--- src/rtl/rob_retire_ctrl_if.sv ---
// Handshake bundle between the ROB head, the retirement controller and its downstream consumers.
interface rob_retire_ctrl_if #(
  parameter int ENTRY_WIDTH = 32,
  parameter int N_ENTRIES   = 8
);
  localparam int PTR_WIDTH = $clog2(N_ENTRIES);

  logic                   deq_valid;
  logic [ENTRY_WIDTH-1:0] deq_data;
  logic [PTR_WIDTH-1:0]   deq_addr;
  logic                   deq_ready;

  logic                   retire_valid;
  logic                   retire_ready;
  logic [PTR_WIDTH-1:0]   retire_tag;
  logic                   retire_rd_we;
  logic [4:0]             retire_rd_arch;
  logic [ENTRY_WIDTH-9:0] retire_payload;

  logic                   exc_valid;
  logic                   exc_ready;
  logic [PTR_WIDTH-1:0]   exc_tag;
  logic [ENTRY_WIDTH-9:0] exc_payload;

  logic                   flush;
  logic                   order_err;
  logic [31:0]            retire_count;

  modport master (
    input  deq_valid, deq_data, deq_addr, retire_ready, exc_ready,
    output deq_ready, retire_valid, retire_tag, retire_rd_we, retire_rd_arch, retire_payload,
           exc_valid, exc_tag, exc_payload, flush, order_err, retire_count
  );

  modport slave (
    output deq_valid, deq_data, deq_addr, retire_ready, exc_ready,
    input  deq_ready, retire_valid, retire_tag, retire_rd_we, retire_rd_arch, retire_payload,
           exc_valid, exc_tag, exc_payload, flush, order_err, retire_count
  );
endinterface

--- src/rtl/rob_retire_ctrl.sv ---
// In-order ROB retirement: pops done head entries into a one-entry retire slot and turns an
// excepting head into an exception handshake followed by a single-cycle flush.
module rob_retire_ctrl #(
  parameter int ENTRY_WIDTH = 32,
  parameter int N_ENTRIES   = 8
) (
  input logic               clk,
  input logic               rst_aL,
  rob_retire_ctrl_if.master bus
);
  localparam int PTR_WIDTH = $clog2(N_ENTRIES);
  localparam int PL_WIDTH  = ENTRY_WIDTH - 8;
  localparam logic [PTR_WIDTH-1:0] PTR_ONE = PTR_WIDTH'(1);

  typedef enum logic [1:0] {S_RUN, S_EXC, S_FLUSH} state_e;

  state_e               state_q, state_d;
  logic [PTR_WIDTH-1:0] exp_ptr_q;
  logic                 retire_valid_q;
  logic [PTR_WIDTH-1:0] retire_tag_q;
  logic                 retire_rd_we_q;
  logic [4:0]           retire_rd_arch_q;
  logic [PL_WIDTH-1:0]  retire_payload_q;
  logic                 exc_valid_q;
  logic [PTR_WIDTH-1:0] exc_tag_q;
  logic [PL_WIDTH-1:0]  exc_payload_q;
  logic                 order_err_q;
  logic [31:0]          retire_count_q;

  logic head_done, head_exc, slot_free;
  logic pop, pop_norm, pop_exc, exc_fire;

  assign head_done = bus.deq_data[0];
  assign head_exc  = bus.deq_data[1];
  assign slot_free = !retire_valid_q | bus.retire_ready;
  assign exc_fire  = exc_valid_q & bus.exc_ready;

  always_ff @(posedge clk) begin
    if (!rst_aL) state_q <= S_RUN;
    else         state_q <= state_d;
  end

  always_comb begin
    state_d = state_q;
    unique case (state_q)
      S_RUN:   if (pop_exc)  state_d = S_EXC;
      S_EXC:   if (exc_fire) state_d = S_FLUSH;
      S_FLUSH: state_d = S_RUN;
      default: state_d = S_RUN;
    endcase
  end

  // Pops are only issued in RUN and never while reset is asserted.
  always_comb begin
    pop      = 1'b0;
    pop_norm = 1'b0;
    pop_exc  = 1'b0;
    if (rst_aL && state_q == S_RUN) begin
      pop      = bus.deq_valid & head_done & slot_free;
      pop_norm = pop & !head_exc;
      pop_exc  = pop & head_exc;
    end
  end

  always_ff @(posedge clk) begin
    if (!rst_aL) begin
      exp_ptr_q        <= '0;
      retire_valid_q   <= 1'b0;
      retire_tag_q     <= '0;
      retire_rd_we_q   <= 1'b0;
      retire_rd_arch_q <= '0;
      retire_payload_q <= '0;
      exc_valid_q      <= 1'b0;
      exc_tag_q        <= '0;
      exc_payload_q    <= '0;
      order_err_q      <= 1'b0;
      retire_count_q   <= '0;
    end else begin
      if (pop_norm) begin
        retire_valid_q   <= 1'b1;
        retire_tag_q     <= bus.deq_addr;
        retire_rd_we_q   <= bus.deq_data[2];
        retire_rd_arch_q <= bus.deq_data[7:3];
        retire_payload_q <= bus.deq_data[ENTRY_WIDTH-1:8];
      end else if (bus.retire_ready) begin
        retire_valid_q <= 1'b0;
      end

      if (retire_valid_q && bus.retire_ready) retire_count_q <= retire_count_q + 32'd1;

      if (pop_exc) begin
        exc_valid_q   <= 1'b1;
        exc_tag_q     <= bus.deq_addr;
        exc_payload_q <= bus.deq_data[ENTRY_WIDTH-1:8];
      end else if (exc_fire) begin
        exc_valid_q <= 1'b0;
      end

      // The flush empties the ROB, so the next head comes from index 0.
      if (state_q == S_FLUSH) exp_ptr_q <= '0;
      else if (pop)           exp_ptr_q <= exp_ptr_q + PTR_ONE;

      if (pop && bus.deq_addr != exp_ptr_q) order_err_q <= 1'b1;
    end
  end

  assign bus.deq_ready      = pop;
  assign bus.retire_valid   = retire_valid_q;
  assign bus.retire_tag     = retire_tag_q;
  assign bus.retire_rd_we   = retire_rd_we_q;
  assign bus.retire_rd_arch = retire_rd_arch_q;
  assign bus.retire_payload = retire_payload_q;
  assign bus.exc_valid      = exc_valid_q;
  assign bus.exc_tag        = exc_tag_q;
  assign bus.exc_payload    = exc_payload_q;
  assign bus.flush          = (state_q == S_FLUSH);
  assign bus.order_err      = order_err_q;
  assign bus.retire_count   = retire_count_q;
endmodule

--- src/flat_wrapper.sv ---
// flat-port wrapper written by rule: the top's interface ports become plain ports
module rob_retire_ctrl_flat 
#(
  parameter int ENTRY_WIDTH = 32,
  parameter int N_ENTRIES   = 8
)
  (clk, rst_aL, bus_deq_valid, bus_deq_data, bus_deq_addr, bus_retire_ready, bus_exc_ready, bus_deq_ready, bus_retire_valid, bus_retire_tag, bus_retire_rd_we, bus_retire_rd_arch, bus_retire_payload, bus_exc_valid, bus_exc_tag, bus_exc_payload, bus_flush, bus_order_err, bus_retire_count);
  rob_retire_ctrl_if #(.ENTRY_WIDTH(ENTRY_WIDTH), .N_ENTRIES(N_ENTRIES)) bus_i ();
  input logic clk;
  input logic rst_aL;
  input wire logic [$bits(bus_i.deq_valid)-1:0] bus_deq_valid;
  input wire logic [$bits(bus_i.deq_data)-1:0] bus_deq_data;
  input wire logic [$bits(bus_i.deq_addr)-1:0] bus_deq_addr;
  input wire logic [$bits(bus_i.retire_ready)-1:0] bus_retire_ready;
  input wire logic [$bits(bus_i.exc_ready)-1:0] bus_exc_ready;
  output wire logic [$bits(bus_i.deq_ready)-1:0] bus_deq_ready;
  output wire logic [$bits(bus_i.retire_valid)-1:0] bus_retire_valid;
  output wire logic [$bits(bus_i.retire_tag)-1:0] bus_retire_tag;
  output wire logic [$bits(bus_i.retire_rd_we)-1:0] bus_retire_rd_we;
  output wire logic [$bits(bus_i.retire_rd_arch)-1:0] bus_retire_rd_arch;
  output wire logic [$bits(bus_i.retire_payload)-1:0] bus_retire_payload;
  output wire logic [$bits(bus_i.exc_valid)-1:0] bus_exc_valid;
  output wire logic [$bits(bus_i.exc_tag)-1:0] bus_exc_tag;
  output wire logic [$bits(bus_i.exc_payload)-1:0] bus_exc_payload;
  output wire logic [$bits(bus_i.flush)-1:0] bus_flush;
  output wire logic [$bits(bus_i.order_err)-1:0] bus_order_err;
  output wire logic [$bits(bus_i.retire_count)-1:0] bus_retire_count;
  assign bus_i.deq_valid = bus_deq_valid;
  assign bus_i.deq_data = bus_deq_data;
  assign bus_i.deq_addr = bus_deq_addr;
  assign bus_i.retire_ready = bus_retire_ready;
  assign bus_i.exc_ready = bus_exc_ready;
  assign bus_deq_ready = bus_i.deq_ready;
  assign bus_retire_valid = bus_i.retire_valid;
  assign bus_retire_tag = bus_i.retire_tag;
  assign bus_retire_rd_we = bus_i.retire_rd_we;
  assign bus_retire_rd_arch = bus_i.retire_rd_arch;
  assign bus_retire_payload = bus_i.retire_payload;
  assign bus_exc_valid = bus_i.exc_valid;
  assign bus_exc_tag = bus_i.exc_tag;
  assign bus_exc_payload = bus_i.exc_payload;
  assign bus_flush = bus_i.flush;
  assign bus_order_err = bus_i.order_err;
  assign bus_retire_count = bus_i.retire_count;
  rob_retire_ctrl #(.ENTRY_WIDTH(ENTRY_WIDTH), .N_ENTRIES(N_ENTRIES)) u_core (.clk(clk), .rst_aL(rst_aL), .bus(bus_i));
endmodule
--- config.mk ---
export PLATFORM = sky130hd
export DESIGN_NAME = rob_retire_ctrl_flat
export DESIGN_NICKNAME = d
export VERILOG_FILES = /design/src/rtl/rob_retire_ctrl_if.sv /design/src/rtl/rob_retire_ctrl.sv /design/src/flat_wrapper.sv
export SDC_FILE = /design/constraint.sdc
export NUM_CORES = 1
export LEC_CHECK = 0
export CORE_UTILIZATION = 45
export CTS_BUF_LIST = sky130_fd_sc_hd__clkbuf_16
export DETAILED_ROUTE_END_ITERATION = 8
export GPL_TIMING_DRIVEN = 1
export PLACE_DENSITY = 0.87
export SETUP_SLACK_MARGIN = 0.1
export SYNTH_ARGS = -nofsm -noshare
export SYNTH_HDL_FRONTEND = slang
export SYNTH_SLANG_ARGS = --single-unit
--- constraint.sdc ---
create_clock -name clk -period 2.26 [get_ports clk]
set_clock_uncertainty 0.05 [all_clocks]
set_input_delay 0.452 -clock clk [delete_from_list [all_inputs] [get_ports clk]]
set_output_delay 0.452 -clock clk [all_outputs]
set_load 0.01 [all_outputs]
[Word level (Yosys, flattened, before mapping)]
Index checks and enable logic that the tools add are counted.
Storage, ports and cells
  register bits: 100
  output and inout port bits: 97
Operators by class
  add/sub/neg operators: 2
  equal/unequal tests: 5
  mux-type cells: 10
  bitwise gates (word level): 7
  reduce and logical (&&, ||, !) cells: 10
Operator list (count)
  $add A32 B1 Y32 const B: 1
  $mux W1: 7
  $and A1 B1 Y1: 5
  $mux W2: 2
  $ne A2 B1 Y1 const B: 2
  $pmux W2 S2: 1
  $reduce_bool A2 Y1: 2
  $add A3 B1 Y3 const B: 1
  $logic_and A1 B1 Y1: 3
  $ne A3 B3 Y1: 1
  $eq A2 B1 Y1 const B: 1
  $eq A2 B2 Y1 const B: 1
  $logic_not A1 Y1: 2
  $logic_not A2 Y1: 1
  $reduce_and A2 Y1: 1
  $reduce_or A2 Y1: 1
  $not A1 Y1: 1
  $or A1 B1 Y1: 1

[Logic depth before layout (Yosys ltp)]
  depth in word-level cells: 7
  gate-level depth with buffers: 7
  depth with buffers taken out: 5

[Worst setup path before layout]
OpenSTA, ideal clock, no wires.
  path type: register to register
  start point: register u_core.retire_count_q[6], in the netlist u_core.bus.retire_count[6]
  end point: register u_core.retire_count_q[31], in the netlist u_core.bus.retire_count[31]
  arrival time: 1846 ps
  data required time: 2140 ps
  setup slack: 294 ps
  cell stages (with the launch flop): 6
  cells stage by stage: dfxtp_1 -> nand4_2 -> or4_1 -> buf_2 -> or4_1 -> a21oi_1
On the way
  longest elaborated chain between the ends: 1
RTL lines
  start: declaration: line rob_retire_ctrl.sv:28  | logic [31:0] retire_count_q;
  start signal: assignment: line rob_retire_ctrl.sv:89  | if (retire_valid_q && bus.retire_ready) retire_count_q <= retire_count_q + 32'd1;
  $add A32 B1 Y32: line rob_retire_ctrl.sv:89
Every way passes these cells.
A chain may end at the register's enable or synchronous reset.

[Worst setup path after layout]
  start point: input bus_deq_data[0]
  end point: output bus_deq_ready
On the way
  longest elaborated chain between the ends: 3
RTL lines
  start: declaration: line flat_wrapper.sv:12  | input wire logic [$bits(bus_i.deq_data)-1:0] bus_deq_data;
  $and A1 B1 Y1 (2 in series): line rob_retire_ctrl.sv:59  | pop = bus.deq_valid & head_done & slot_free;
  $mux W1: line rob_retire_ctrl.sv:58  | if (rst_aL && state_q == S_RUN) begin
  end: declaration: line flat_wrapper.sv:16  | output wire logic [$bits(bus_i.deq_ready)-1:0] bus_deq_ready;
Every way passes these cells.

==> flow_metrics.py <==
metrics = {
    "cts": {
        "clock-sinks": 100,
        "cts_max_path_buffers": 2,
        "cts-buffers-inserted": 9,
        "worst_skew_pair.late_latency_ns": 0.34,
        "path_clk_slew_ns": 0.07,
        "cts_tree": "built",
        "cts_resized": 3,
        "hold_buffers": 0,
        "cts_setup_buffers": 0,
        "root_buffer": "clkbuf_16",
        "htreeDepth": 3,
    },
    "grt": {
        "grt_max_degree": 57,
        "grt_pass1_wl_um": 18200,
        "antenna_found_initial": 0,
        "grt_pass1_vias": 3960,
        "globalRouteOverflowTotal": 0,
        "grtUsageTotal_pct": 25.3,
    },
    "route": {
        "viasPerCell": 5.54,
        "routed_wirelength_um": 11400,
        "drc": 0,
        "route.antenna.remaining_nets": 0,
        "vias": 4038,
        "dr.pass1.iters": 6,
        "wire_per_inst_um": 15.6,
        "drt_iter0_drc": 168,
    },
    "timing": {
        "timing.final.ws_setup_ns": 0.200,
        "max_slew.worst_pin.slew_ns": 0.372,
        "tns_ns": 0,
        "timing.final.crit_share_pct": 91.2,
        "layout_min_cycle_time_ns": 2.06,
        "slew_headroom_pct": 74.9,
        "hold_viol_final": 0,
        "final_max_slew_viol_count": 0,
        "rsz0062_at_grt": "no",
        "setup_viol": 0,
        "max_freq_ghz": 0.485,
    },
    "logic_synthesis": {
        "yosysSeqAreaShare_pct": 50.2,
        "syn-num-nets": 523,
        "synth_cell_types": 35,
        "ys_ff_latch": 100,
        "yosysWarnings": 0,
        "synth.avg_cell_area_um2": 8.29,
        "synth_cells": 481,
        "synth_area_um2": 3990,
    },
    "final_layout": {
        "layout-drive-gt1-share_pct": 8.49,
        "area_growth_pct": 47.2,
        "post-route-util_pct": 70.0,
        "design_area_um2": 5870,
        "fillers": 666,
        "diodes": 0,
        "final_nets": 661,
    },
    "worst_setup_path": {
        "critical_path_class": "input port to output pin",
        "worstPathArrival_ns": 1.56,
        "path_cells": "clkdlybuf4s50_1, and3b_1, and3_1, dlygate4sd2_1",
        "rr_startpoint": "u_core.bus.retire_count[8]",
        "cpMaxStageDelayCell": "clkdlybuf4s50_1",
        "required_ns": 1.76,
        "cp_max_fo": 2,
        "end_kind": "output pin",
        "startpoint_type": "input port",
        "max_stage_delay_ns": 0.45,
        "worstSetupStartpoint": "bus_deq_data[0]",
    },
    "placed_design": {
        "port_buffers": 136,
        "place.gp.congestion": 0.831,
        "dpl.hpwl_um": 8090,
        "dp_slack_ns": -0.180,
        "placed_area_um2": 5540,
    },
    "floorplanning": {
        "coreArea_um2": 8380,
        "rows": 33,
        "io_pins": 137,
        "die_y_um": 96.1,
        "initial_utilization_pct": 47.6,
        "die_w_um": 96.1,
        "dieArea_um2": 9240,
    },
    "power": {
        "ir_drop_mv": 0.447,
        "power_density_nw_per_um2": 635,
        "p_leak_nw": 2.00,
    },
    "min_path": {
        "worst_hold_startpoint": "u_core.bus.exc_payload[4]",
        "hold_class": "register to register",
    },
    "status": {
        "status": "complete, no violations",
    },
    "job": {
        "drv_cap": 0,
    },
}
## report_power, final
group / switching, mW / internal (mW) / total, mW
logic: 0.126 / 0.138 / 0.264
clock network: 0.679 / 0.980 / 1.66
registers: 0.0159 / 1.79 / 1.80
## metrics by stage
stage | total power [mW] | hold slack [ns] | cells
floorplan | 1.94 | 0.404 | 481
global placement | 2.10 | 0.391 | 713
detailed placement | 2.11 | 0.398 | 713
CTS | 3.76 | 0.408 | 729
global route | 3.85 | 0.427 | 729
finish | 3.73 | 0.405 | 729
## worst paths after layout
check / endpoint / slack, ns / depth (start not counted)
worst max-delay path: bus_deq_ready / 0.20 / 4
worst min-delay path: u_core.bus.exc_payload[4] / 0.41 / 2
worst max register to register: u_core.bus.retire_count[31] / 0.23 / 4
worst min register to register: u_core.bus.exc_payload[4] / 0.41 / 2
## flip-flops by register name (all words and copies together), names as in the netlist
name,cells
u_core.state_q,2
u_core.bus.retire_valid,1
u_core.bus.exc_payload,24
u_core.bus.exc_valid,1
u_core.bus.retire_count,32
u_core.bus.retire_payload,24
u_core.bus.retire_rd_we,1
u_core.bus.retire_rd_arch,5
u_core.bus.exc_tag,3
u_core.bus.retire_tag,3
u_core.bus.order_err,1
u_core.exp_ptr_q,3
## cells by family after synthesis
family | after synthesis | share of synthesized area, %
adders and majority gates | 2 | 0.628
AOI/OAI and AO/OA | 103 | 13.9
and+or+nand+nor | 220 | 27.1
buffers and inverters | 38 | 4.14
DFF | 100 | 50.2
xor gates and xnor gates | 17 | 3.74
muxes | 1 | 0.251
## cell usage after synthesis (all sizes together)
| master | instances | area (um2) |
|---|---|---|
| or3 | 4 | 26.3 |
| and3 | 9 | 57.6 |
| nand4 | 14 | 106 |
| xor2 | 10 | 87.6 |
| ha | 2 | 25.0 |
| xnor2 | 7 | 61.3 |
| nand2b | 2 | 12.5 |
| a21oi | 82 | 410 |
| inv | 5 | 18.8 |
| buf | 9 | 51.3 |
| clkbuf | 23 | 86.3 |
| nor2b | 2 | 12.5 |
| nand3 | 39 | 195 |
| or2 | 1 | 6.26 |
| nor4 | 3 | 18.8 |
| and3b | 1 | 8.76 |
| o21ai | 6 | 30.0 |
| and4 | 4 | 36.3 |
| dfxtp | 100 | 2000 |
| dlygate4sd1 | 1 | 8.76 |
| or4 | 13 | 97.6 |
| nand2 | 108 | 405 |
| nor2 | 16 | 60.1 |
| and2 | 1 | 6.26 |
| or4b | 3 | 30.0 |
| o31ai | 13 | 97.6 |
| o41ai | 2 | 17.5 |
| mux2i | 1 | 10.0 |
## per-layer routing
| metal | global-route usage (%) | vias to the layer above | part of all wire, % |
|---|---|---|---|
| met5 | 0 | - | 0 |
| met4 | 10.7 | 0 | 1.8 |
| met3 | 9.95 | 26 | 11 |
| met2 | 42.3 | 166 | 48 |
| met1 | 28.7 | 1891 | 39 |
| li1 | - | 1955 | - |
## critical path: cells and delay by family
kind,cells,cell delay (ns)
buffers and inverters,2,0.74
and+or+nand+nor,2,0.37
## layout by cell type, fill, tap and decap left out, types with 3 or more instances in the layout
cell type        count
nor4_1               3
or3_1                3
nand2_1            108
nor2_1              16
and3_1               8
dfxtp_1             98
a21oi_1             82
nand4_1             11
xor2_1              10
and4_1               3
xnor2_1              7
o21ai_0              6
clkbuf_16            9
nand4_2              3
clkdlybuf4s50_1    134
or4_1               12
o31ai_1             13
nand3_1             39
buf_4               22
inv_1                5
## final cells by class
| type | instances | area (um2) | share of cell area, % |
|---|---|---|---|
| clock buffer | 9 | 225 | 3.84 |
| clock inverter | 7 | 100 | 1.71 |
| timing repair buffer | 160 | 1560 | 26.6 |
| multi-input combinational | 343 | 1830 | 31.1 |
| sequential | 100 | 2000 | 34.2 |
| inverter | 5 | 18.8 | 0.320 |
| tap | 105 | 131 | 2.24 |
Power figures use the tool's default switching activity.
